`config.mk`:
```
export PLATFORM = sky130hd
export DESIGN_NAME = muldiv_unit
export DESIGN_NICKNAME = d
export VERILOG_FILES = /design/src/rtl/muldiv_unit.sv
export SDC_FILE = /design/constraint.sdc
export NUM_CORES = 1
export LEC_CHECK = 0
export ABC_AREA = 0
export CAP_MARGIN = 20
export CORE_ASPECT_RATIO = 1.1
export CORE_MARGIN = 4
export CORE_UTILIZATION = 55
export CTS_BUF_LIST = sky130_fd_sc_hd__clkbuf_16
export CTS_CLUSTER_SIZE = 14
export DETAILED_ROUTE_END_ITERATION = 8
export PLACE_DENSITY_LB_ADDON = 0.15
export SYNTH_ARGS = -nofsm -noshare
export SYNTH_HDL_FRONTEND = slang
export SYNTH_SLANG_ARGS = --single-unit
```
`constraint.sdc`:
```
create_clock -name clk -period 12.7 [get_ports clk]
set_input_delay 2.54 -clock clk [delete_from_list [all_inputs] [get_ports clk]]
set_output_delay 2.54 -clock clk [all_outputs]
set_load 0.005 [all_outputs]
```
`src/rtl/muldiv_unit.sv`:
```
// Iterative radix-2 RV32M multiply/divide unit with a start/busy/done handshake.
// Build option: define MULDIV_DIV_EN to include the divider (DIV/DIVU/REM/REMU).
module muldiv_unit #(
  parameter int XLEN = 32
) (
  input  logic            clk,
  input  logic            rst,
  input  logic            start,
  input  logic [2:0]      op,
  input  logic [XLEN-1:0] a,
  input  logic [XLEN-1:0] b,
  output logic            busy,
  output logic            done,
  output logic [XLEN-1:0] result,
  output logic            illegal
);

  localparam int CW = $clog2(XLEN + 1);

  typedef enum logic [1:0] {
    S_IDLE = 2'd0,
    S_CALC = 2'd1,
    S_FIX  = 2'd2
  } state_t;

  state_t            state_q, state_d;
  logic [2:0]        op_q, op_d;
  logic [XLEN-1:0]   opnd_q, opnd_d;
  logic [2*XLEN-1:0] acc_q, acc_d;
  logic [CW-1:0]     cnt_q, cnt_d;
  logic              neg_q, neg_d;
  logic              busy_q, busy_d;
  logic              done_q, done_d;
  logic              illegal_q, illegal_d;
  logic [XLEN-1:0]   result_q, result_d;

  // Operand conditioning at capture time
  logic            a_signed, b_signed, a_neg, b_neg, start_neg;
  logic [XLEN-1:0] a_mag, b_mag;

  always_comb begin
    a_signed = (op == 3'b001) || (op == 3'b010) || (op == 3'b100) || (op == 3'b110);
    b_signed = (op == 3'b001) || (op == 3'b100) || (op == 3'b110);
    a_neg    = a_signed & a[XLEN-1];
    b_neg    = b_signed & b[XLEN-1];
    a_mag    = a_neg ? -a : a;
    b_mag    = b_neg ? -b : b;
    // A zero divisor leaves the quotient all ones; keeping it unsigned yields -1 for DIV.
    if (!op[2])     start_neg = a_neg ^ b_neg;
    else if (op[1]) start_neg = a_neg;
    else            start_neg = (a_neg ^ b_neg) & (|b);
  end

  // Multiply step: acc holds {partial product, remaining multiplier bits}
  logic [XLEN:0]     mul_sum;
  logic [2*XLEN-1:0] mul_next, prod_fix;

  always_comb begin
    mul_sum  = {1'b0, acc_q[2*XLEN-1:XLEN]} + (acc_q[0] ? {1'b0, opnd_q} : '0);
    mul_next = {mul_sum, acc_q[XLEN-1:1]};
    prod_fix = neg_q ? -acc_q : acc_q;
  end

`ifdef MULDIV_DIV_EN
  // Restoring divide step: acc holds {remainder, dividend/quotient}
  logic [XLEN:0]     div_shift, div_diff;
  logic [2*XLEN-1:0] div_next;
  logic [XLEN-1:0]   quo_fix, rem_fix;

  always_comb begin
    div_shift = {acc_q[2*XLEN-1:XLEN], acc_q[XLEN-1]};
    div_diff  = div_shift - {1'b0, opnd_q};
    if (!div_diff[XLEN]) div_next = {div_diff[XLEN-1:0], acc_q[XLEN-2:0], 1'b1};
    else                 div_next = {div_shift[XLEN-1:0], acc_q[XLEN-2:0], 1'b0};
    quo_fix = neg_q ? -acc_q[XLEN-1:0] : acc_q[XLEN-1:0];
    rem_fix = neg_q ? -acc_q[2*XLEN-1:XLEN] : acc_q[2*XLEN-1:XLEN];
  end
`endif

  always_comb begin
    state_d   = state_q;
    op_d      = op_q;
    opnd_d    = opnd_q;
    acc_d     = acc_q;
    cnt_d     = cnt_q;
    neg_d     = neg_q;
    busy_d    = busy_q;
    done_d    = 1'b0;
    illegal_d = 1'b0;
    result_d  = result_q;
    case (state_q)
      S_IDLE: begin
        if (start) begin
          op_d   = op;
          opnd_d = b_mag;
          acc_d  = {{XLEN{1'b0}}, a_mag};
          neg_d  = start_neg;
          cnt_d  = CW'(XLEN);
          busy_d = 1'b1;
`ifdef MULDIV_DIV_EN
          state_d = S_CALC;
`else
          state_d = op[2] ? S_FIX : S_CALC;
`endif
        end
      end
      S_CALC: begin
        cnt_d = cnt_q - CW'(1);
`ifdef MULDIV_DIV_EN
        acc_d = op_q[2] ? div_next : mul_next;
`else
        acc_d = mul_next;
`endif
        if (cnt_q == CW'(1)) state_d = S_FIX;
      end
      S_FIX: begin
        state_d = S_IDLE;
        busy_d  = 1'b0;
        done_d  = 1'b1;
        if (!op_q[2]) begin
          result_d = (op_q[1:0] == 2'b00) ? prod_fix[XLEN-1:0] : prod_fix[2*XLEN-1:XLEN];
        end else begin
`ifdef MULDIV_DIV_EN
          result_d = op_q[1] ? rem_fix : quo_fix;
`else
          result_d  = '0;
          illegal_d = 1'b1;
`endif
        end
      end
      default: state_d = S_IDLE;
    endcase
  end

  always_ff @(posedge clk or posedge rst) begin
    if (rst) begin
      state_q   <= S_IDLE;
      op_q      <= '0;
      opnd_q    <= '0;
      acc_q     <= '0;
      cnt_q     <= '0;
      neg_q     <= 1'b0;
      busy_q    <= 1'b0;
      done_q    <= 1'b0;
      illegal_q <= 1'b0;
      result_q  <= '0;
    end else begin
      state_q   <= state_d;
      op_q      <= op_d;
      opnd_q    <= opnd_d;
      acc_q     <= acc_d;
      cnt_q     <= cnt_d;
      neg_q     <= neg_d;
      busy_q    <= busy_d;
      done_q    <= done_d;
      illegal_q <= illegal_d;
      result_q  <= result_d;
    end
  end

  assign busy    = busy_q;
  assign done    = done_q;
  assign result  = result_q;
  assign illegal = illegal_q;

endmodule
```
==> reports/qor.csv, run 1 <==
metric,value,unit
status,completed,
post-CTS setup repair buffer count,0,
syn_area_per_cell,8.38,µm²
die area,0.0206,mm²
worst skew pair latency,0.43,ns
Slew @ Worst Pin,1.07,ns
Sw Pwr,1150,µW
clock net sink count,143,
final hold violations,0,
Comb pwr share,0.498,
final WL,27300,µm
async set or reset register ratio after synthesis,1.00,
share of the synthesized area in the top cell type,0.355,
Inst Count DP,1487,
Post-DRT Antenna Nets,0,
DRT Pass-1 Iters,6,
core area,0.0179,mm²
Post-synth EDFFs,0,
Syn Inst Count,1205,
vias,9412,
# DRC,0,
first-pass GRT wire length,43400,µm
Synth cell types,64,
Longest Clk Path Bufs,2,
met3 WL,1770,µm
"FF+latch count, synth",143,
vias in the first global route,8479,
max incr delay on CP,0.63,ns
CP cell instances,clkdlybuf4s50_1 > or4_1 > or4_1 > nor3b_1 > nand2_1 > o31ai_1 > xor2_1 > o21ai_0,
leakage,0.00484,µW
Critical Path AT,5.50,ns
# port buffers,104,
DR WL/cell,18.0,µm
Area Overhead vs Synth,17.0,%
Detailed Place HPWL,20400,µm
Final Power,2630,µW
Layout Cells excl Fill,1520,
Horiz. Die Dim,137,µm
CTS tree,yes,
worst-path maximum fanout,5,
post-cts resize count,0,
"Net Count, Synth",1313,
Max-Cap Viols,0,
RSZ-0062 raised after global routing,false,
PD cells,223,mW/mm²
CP dominant cell by count,or4_1,
hold crit path type,reg -> reg,
DRT met1 WL,11700,µm
Worst slew margin,0.284,
Max Clk Rate,192,MHz
P_int,1480,µW
crit start category,primary input,
mapped cell area,0.0101,mm²
VDD IR max,0.000111,V
CP bufs+invs,1,
Slew Limit Fails,0,
top cell type by total area after synthesis,dfrtp_1,
Final Cycle Share,0.409,
CTS buffer count,17,
Synth top cells by count,"nand2_1 (155), o21ai_0 (155), dfrtp_1 (143)",
worst hold slack,0.468,ns
met2 WL,13100,µm
GP Congestion,0.958,
hold buffers post-CTS,0,
CP max-delay cell,nor3b_1,
initial antenna violation count,0,
CP top delay family,simple AND/OR/NAND/NOR gates,
Initial Util,0.565,
Worst Path Required,13.00,ns
ys flop type,dfrtp_1,
global-route usage over all layers,0.266,
YS warnings,0,
largest net degree at the start of global routing,81,
Placement Rows,51,
Ports,105,
"Seq/Total Area, Yosys",0.355,
drt initial violations,844,
Setup-failing EPs final,0,
Final #Nets,1377,
Setup Skew,0.0115,ns
setup TNS,0,ns
top sig layer,met4,
ratio of cells with drive above 1 in the final layout,0.0398,
antenna diode count,0,
H-tree levels,4,
Sw Ratio,0.438,
CTS Root Cell,clkbuf_16,
fin crit period,5.20,ns
Overflow after GRT,0,
synth top area cells,"dfrtp_1 (35%), o21ai_0 (7.7%), xnor2_1 (6.3%)",
die height,150,µm
WS Path Type,in -> reg,
number of vias per cell,6.19,
CP Capture Type,register,
Seq pwr share,0.325,
clock power share,0.177,
Clock transition at path regs,0.06,ns
[power by group through the flow]
stage,registers (µW),clock network [µW],logic [µW]
final,857,466,1310
after global routing,878,491,1460
after CTS,852,470,1300
after detailed placement,858,0,1290
after global placement,851,0,1270
after floorplan,776,0,956
[final cells by class]
cell class,instances,area [µm²]
multi-input combinational,969,6170
fill,1540,6060
sequential,143,3580
timing repair buffer,115,1130
clock buffer,17,425
tap,238,298
clock inverter,15,114
inverter,23,91.3
[sequential cells by signal, summed over array words and instances, names as in the netlist]
signal and cells:
acc_q 64, busy 1, cnt_q 6, done 1, illegal 1, neg_q 1
op_q 3, opnd_q 32, result 32, state_q 2
[cells in the final DEF (no fill, tap or decap), types with 7 or more instances in the layout]
master           instances
a21o_1                   9
a21oi_1                 76
a22oi_1                 37
a31oi_1                  7
and2_1                  36
buf_4                   10
clkbuf_16               17
clkdlybuf4s50_1        104
dfrtp_1                142
ha_1                    37
inv_1                   25
nand2_1                155
nand2b_1                11
nand3_1                 15
nand4_1                  9
nor2_1                  53
nor3_1                  22
nor4_1                  12
o21a_1                   8
o21ai_0                154
o21bai_1                 7
o22ai_1                 14
o31ai_1                 37
o41ai_1                 14
or3_1                   15
or4_1                   19
xnor2_1                 73
xor2_1                  69
[stage by stage]
stage	setup slack, ns	cell area [µm²]	util
2_1_floorplan	6.32	10100	-
5_1_grt	7.11	11800	0.661
4_1_cts	7.54	11800	0.660
3_5_place_dp	7.11	11300	0.630
6_report	7.50	11800	0.661
3_3_place_gp	7.22	11300	0.630
[tightest hold or removal path: cells and delay by family, from the launching register on]
family | cells | cell delay, ns
simple gates | 2 | 0.10
flops | 1 | 0.34
[logic make-up after synthesis]
kind of cell / after synthesis / synth area share
AOI/OAI and AO/OA: 405 / 0.249
xor gates and xnor gates: 142 / 0.123
adders and majority gates: 38 / 0.0478
buffers and inverters: 93 / 0.0356
DFF: 143 / 0.355
muxes: 3 / 0.00310
and+or+nand+nor: 381 / 0.187
[layer usage]
layer	vias to the layer above	track usage
li1	4528	-
met1	4446	0.352
met2	375	0.439
met3	63	0.0451
met4	0	0.0928
met5	-	0
[path summary, 6_finish.rpt]
check,slack [ns],cells after the start,from,end
max in group asynchronous,8.72,3,rst,neg_q
worst min-delay path,0.47,2,result[23],result[23]
worst min register to register,0.47,2,result[23],result[23]
worst max register to register,8.88,13,acc_q[0],acc_q[59]
worst max-delay path,7.50,8,a[9],acc_q[28]
min in group asynchronous,2.58,2,rst,result[7]
No activity file was read; power rests on OpenSTA's default activity.
==> run 2, diff against run 1 <==
==> constraint.sdc (replaced) <==
create_clock -name clk -period 5.1 [get_ports clk]
set_input_delay 1.02 -clock clk [delete_from_list [all_inputs] [get_ports clk]]
set_output_delay 1.02 -clock clk [all_outputs]
set_load 0.005 [all_outputs]
==> reports/qor.csv, run 2 (synthesis results as in run 1) <==
metric,value,unit,change
footprint of the multi-input gates,0.00617,mm²,unchanged
Critical Path AT,4.07,ns,was 5.50 ns
Detailed Place HPWL,20600,µm,was 20400 µm
top sig layer,met4,,unchanged
Sw Ratio,0.437,,was 0.438
most frequent cells in the layout,"nand2_1 (155), o21ai_0 (154), dfrtp_1 (142)",,unchanged
Worst R2R Setup Slack,1.34,ns,was 8.88 ns
clock power share,0.186,,was 0.177
die height,150,µm,unchanged
clock net sink count,143,,unchanged
Placement Rows,51,,unchanged
Sw Pwr,2910,µW,was 1150 µW
VDD IR max,0.000265,V,was 0.000111 V
origin of the critical flop-to-flop path,acc_q[0],,unchanged
Comb pwr share,0.490,,was 0.498
hold buffers post-CTS,0,,unchanged
final WL,27600,µm,was 27300 µm
Final Instance Area,0.0119,mm²,was 0.0118 mm²
# fillers,1518,,was 1540
Max Clk Rate,266,MHz,
worst skew pair latency,0.43,ns,about the same
CTS Root Cell,clkbuf_16,,unchanged
Initial Util,0.565,,unchanged
fin crit period,3.76,ns,
met2 WL,13000,µm,was 13100 µm
CP dominant cell by count,a21oi_1,,was or4_1
Inst Count DP,1487,,unchanged
die area,0.0206,mm²,unchanged
DRT met1 WL,11900,µm,was 11700 µm
DR WL/cell,18.2,µm,was 18.0 µm
setup TNS,0,ns,unchanged
vias in the first global route,8531,,was 8479
GP Congestion,0.914,,was 0.958
worst hold path stage count,2,,unchanged
Setup Skew,0.00893,ns,was 0.0115 ns
Worst slew margin,0.312,,was 0.284
final hold violations,0,,unchanged
Hold EP,opnd_q[15],,was result[23]
max incr delay on CP,0.73,ns,was 0.63 ns
# DRC,0,,unchanged
Setup-failing EPs final,0,,unchanged
Post-DRT Antenna Nets,0,,unchanged
vias,9283,,was 9412
first-pass GRT wire length,43300,µm,was 43400 µm
WS Path Type,reg -> reg,,was in -> reg
crit start category,register,,was primary input
Horiz. Die Dim,137,µm,unchanged
Slew Limit Fails,0,,unchanged
Ports,105,,unchanged
met3 WL,1660,µm,was 1770 µm
Layout Cells excl Fill,1519,,was 1520
core area,0.0179,mm²,unchanged
# port buffers,104,,unchanged
initial antenna violation count,0,,unchanged
antenna diode count,0,,unchanged
global-route usage over all layers,0.265,,was 0.266
Overflow after GRT,0,,unchanged
Reg2Reg Capture Point,acc_q[59],,unchanged
post-cts resize count,0,,unchanged
post-CTS setup repair buffer count,0,,unchanged
placed inst area,0.0113,mm²,about the same
CTS tree,yes,,unchanged
CTS buffer count,17,,unchanged
Slew @ Worst Pin,1.03,ns,was 1.07 ns
drt initial violations,809,,was 844
Seq pwr share,0.323,,was 0.325
H-tree levels,4,,unchanged
status,completed,,unchanged
hold crit path type,reg -> reg,,unchanged
RSZ-0062 raised after global routing,false,,unchanged
reg2reg path depth,12,,was 13
P_int,3750,µW,was 1480 µW
Worst Path Required,5.41,ns,was 13.00 ns
FF+latch area,0.00358,mm²,unchanged
max reg flops,64,,unchanged
"most common cell after layout, fill and taps aside",nand2_1,,unchanged
Largest Register,acc_q,,unchanged
CP max-delay cell,dfrtp_1,,was nor3b_1
Longest Clk Path Bufs,2,,unchanged
Area Overhead vs Synth,17.6,%,was 17.0%
Clock transition at path regs,0.06,ns,about the same
worst-path maximum fanout,26,,was 5
Final #Nets,1377,,unchanged
HP Start,opnd_q[15],,was result[23]
CP Capture Type,register,,unchanged
CP cell instances,and2_1 > ha_1 > inv_1 > fa_1 > nor2b_1 > o21ai_0 > a21oi_1 > o31ai_1 > a21oi_1 > a41oi_1 > o2111a_1 > a221o_1,,was clkdlybuf4s50_1 > or4_1 > or4_1 > nor3b_1 > nand2_1 > o31ai_1 > xor2_1 > o21ai_0
largest net degree at the start of global routing,96,,was 81
ratio of cells with drive above 1 in the final layout,0.0429,,was 0.0398
Max-Cap Viols,0,,unchanged
Final Cycle Share,0.737,,
Final Power,6650,µW,was 2630 µW
DRT Pass-1 Iters,5,,was 6
number of vias per cell,6.11,,was 6.19
PD cells,561,mW/mm²,was 223 mW/mm²
leakage,0.00484,µW,about the same
[run 2: changes by cell type in the layout (fill, tap and decap cells not counted), sizes merged]
| cell | before | now |
|---|---|---|
| bufinv | 2 | 3 |
| clkinvlp | 0 | 3 |
| clkinv | 10 | 9 |
| inv | 26 | 22 |
[run 2: critical path, delay by kind of cell (launching register included)]
| kind | cells | cell delay (ns) |
|---|---|---|
| adder cells (fa/ha/maj) | 2 | 0.61 |
| AO/OA/AOI/OAI | 7 | 1.81 |
| AND/OR/NAND/NOR | 2 | 0.41 |
| buffers and inverters | 1 | 0.06 |
| flip-flops | 1 | 0.73 |
[run 2: how the worst max path moves through the flow]
stage / startpoint / to / slack [ns] / cells past startpoint
after global placement: a[9] / acc_q[28] / 1.12 / 8
after detailed placement: a[9] / acc_q[28] / 1.00 / 8
after CTS: acc_q[0] / acc_q[59] / 1.34 / 12
after floorplan: rst / acc_q[0] / 0.24 / 1
final: acc_q[0] / acc_q[59] / 1.34 / 12
after global routing: a[3] / acc_q[26] / 1.09 / 9
[run 2: power by group through the flow]
stage	Combinational, µW	Clock [µW]	Sequential, µW
after floorplan	2380	0	1930
after global placement	3180	0	2130
after detailed placement	3230	0	2160
after CTS	3250	1250	2140
after global routing	3620	1290	2210
final	3260	1240	2150
[run 2: routing by layer]
layer / track usage / up-vias
met5: 0 / -
met4: 0.115 / 0
met3: 0.0373 / 62
met2: 0.432 / 331
met1: 0.351 / 4378
li1: - / 4512
[run 2: layout make-up]
class,instances,area share
Multi-Input combinational cell,969,0.520
Sequential cell,143,0.302
Timing Repair Buffer,115,0.0968
Clock buffer,17,0.0358
Tap cell,238,0.0251
Clock inverter,14,0.0128
Inverter,23,0.00770
[run 2: metrics by stage]
| step | util | setup slack, ns | hold slack [ns] |
|---|---|---|---|
| after detailed placement | 0.632 | 1.00 | 0.465 |
| after global routing | 0.664 | 1.09 | 0.486 |
| final | 0.664 | 1.34 | 0.469 |
| after global placement | 0.632 | 1.12 | 0.449 |
| after floorplan | - | 0.242 | 0.431 |
| after CTS | 0.664 | 1.34 | 0.477 |
==> run 3, diff against run 2 <==
==> constraint.sdc (replaced) <==
create_clock -name clk -period 3.84 [get_ports clk]
set_input_delay 0.768 -clock clk [delete_from_list [all_inputs] [get_ports clk]]
set_output_delay 0.768 -clock clk [all_outputs]
set_load 0.005 [all_outputs]
==> reports/qor.csv, run 3 (synthesis results as in run 1) <==
metric,value,unit,change
status,completed,,unchanged
clock net sink count,143,,unchanged
Initial Util,0.565,,unchanged
Overflow after GRT,0,,unchanged
Final #Nets,1399,,was 1377
global-route usage over all layers,0.275,,was 0.265
Max Clk Rate,286,MHz,was 266 MHz
CP top delay family,simple AND/OR/NAND/NOR gates,,was compound AO/OA/AOI/OAI gates
vias in the first global route,8860,,was 8531
final WL,28000,µm,was 27600 µm
Worst Path Required,4.12,ns,was 5.41 ns
initial antenna violation count,0,,unchanged
setup TNS,0,ns,unchanged
CTS tree,yes,,unchanged
fin crit period,3.49,ns,was 3.76 ns
worst-path maximum fanout,8,,was 26
antenna diode count,0,,unchanged
# DRC,0,,unchanged
DR WL/cell,18.2,µm,about the same
Placement Rows,51,,unchanged
Slew @ Worst Pin,0.731,ns,was 1.03 ns
Ports,105,,unchanged
vias,9403,,was 9283
Setup Skew,0.0123,ns,was 0.00893 ns
HP Start,opnd_q[31],,was opnd_q[15]
Clock transition at path regs,0.06,ns,about the same
die height,150,µm,unchanged
drt initial violations,901,,was 809
Layout Cells excl Fill,1542,,was 1519
hold buffers post-CTS,0,,unchanged
CP cell instances,or4_4 > or4b_4 > or3_1 > or4_4 > or3_4 > nand2_1 > xor2_1 > o221ai_1,,was and2_1 > ha_1 > inv_1 > fa_1 > nor2b_1 > o21ai_0 > a21oi_1 > o31ai_1 > a21oi_1 > a41oi_1 > o2111a_1 > a221o_1
CP Capture Type,register,,unchanged
Setup-failing EPs final,0,,unchanged
first-pass GRT wire length,45100,µm,was 43300 µm
GP Congestion,0.950,,was 0.914
post-place setup slack,0.234,ns,was 1.00 ns
Worst slew margin,0.512,,was 0.312
# fillers,1526,,was 1518
ratio of cells with drive above 1 in the final layout,0.0629,,was 0.0429
crit path launch,acc_q[13],,was acc_q[0]
largest net degree at the start of global routing,62,,was 96
CP max-delay cell,or4_4,,was dfrtp_1
core area,0.0179,mm²,unchanged
Max-Cap Viols,0,,unchanged
Horiz. Die Dim,137,µm,unchanged
Inst Count DP,1510,,was 1487
max incr delay on CP,0.58,ns,was 0.73 ns
Critical Path AT,3.78,ns,was 4.07 ns
CTS Root Cell,clkbuf_16,,unchanged
RSZ-0062 raised after global routing,false,,unchanged
post-CTS setup repair buffer count,0,,unchanged
Longest Clk Path Bufs,2,,unchanged
DRT Pass-1 Iters,6,,was 5
"most common cell after layout, fill and taps aside",nand2_1,,unchanged
worst skew pair latency,0.43,ns,about the same
crit start category,register,,unchanged
number of vias per cell,6.10,,was 6.11
PD cells,749,mW/mm²,was 561 mW/mm²
CP bufs+invs,0,,was 1
VDD IR max,0.000373,V,was 0.000265 V
max reg flops,64,,unchanged
WS Path Type,reg -> reg,,unchanged
# port buffers,104,,unchanged
worst hold slack,0.465,ns,was 0.469 ns
Detailed Place HPWL,21100,µm,was 20600 µm
hold crit path type,reg -> reg,,unchanged
H-tree levels,4,,unchanged
leakage,0.00497,µW,was 0.00484 µW
CTS buffer count,17,,unchanged
origin of the critical flop-to-flop path,acc_q[13],,was acc_q[0]
most frequent cells in the layout,"nand2_1 (155), o21ai_0 (154), dfrtp_1 (142)",,unchanged
Area Overhead vs Synth,19.6,%,was 17.6%
Largest Register,acc_q,,unchanged
post-cts resize count,0,,unchanged
Worst Slack Setup Final,0.347,ns,was 1.34 ns
CP dominant cell by count,or4_4,,was a21oi_1
final hold violations,0,,unchanged
Slew Limit Fails,0,,unchanged
die area,0.0206,mm²,unchanged
Post-DRT Antenna Nets,0,,unchanged
Final Cycle Share,0.910,,was 0.737
-- run 3: per-stage QoR --
step,total power [µW],utilization,instance area (µm²)
floorplan,5730,-,10100
CTS,9020,0.676,12100
finish,9050,0.676,12100
global placement,7130,0.641,11500
detailed placement,7230,0.641,11500
global route,9690,0.676,12100
-- run 3: worst register-to-register path, stage by stage, from the launching register on --
cell      delay, ns
dfrtp_1        0.44
or4_4          0.59
or4b_4         0.51
or3_1          0.46
or4_4          0.52
or3_4          0.41
nand2_1        0.09
xor2_1         0.19
o221ai_1       0.14
-- run 3: power breakdown --
part           leakage [µW]  total [µW]  internal [µW]  switching (µW)
registers           0.00182        2890           2120             768
clock network      0.000302        1750           1080             664
logic               0.00285        4410           1900            2510
-- run 3: cell type report --
cell class	instances	area (µm²)	share of cell area
inverters	23	90.1	0.00746
clock buffers	17	425	0.0352
flip-flops and latches	143	3580	0.296
repair buffers	137	1310	0.109
clock inverters	15	195	0.0162
well taps	238	298	0.0247
multi-input cells	969	6170	0.511
-- run 3: worst paths after layout --
path / cells after the start / to / slack (ns)
min in group asynchronous: 2 / acc_q[39] / 0.72
max: 8 / result[10] / 0.35
max reg2reg: 8 / result[10] / 0.35
max in group asynchronous: 3 / acc_q[27] / 2.46
min reg2reg: 2 / opnd_q[31] / 0.46
min: 2 / opnd_q[31] / 0.46
-- run 3: routing by layer --
layer  global-route usage  wire, µm  up-vias
met5                    0         0        -
met2                0.452     13500      345
met1                0.369     12200     4435
li1                     -         -     4562
met4               0.0978       802        0
met3               0.0393      1520       61
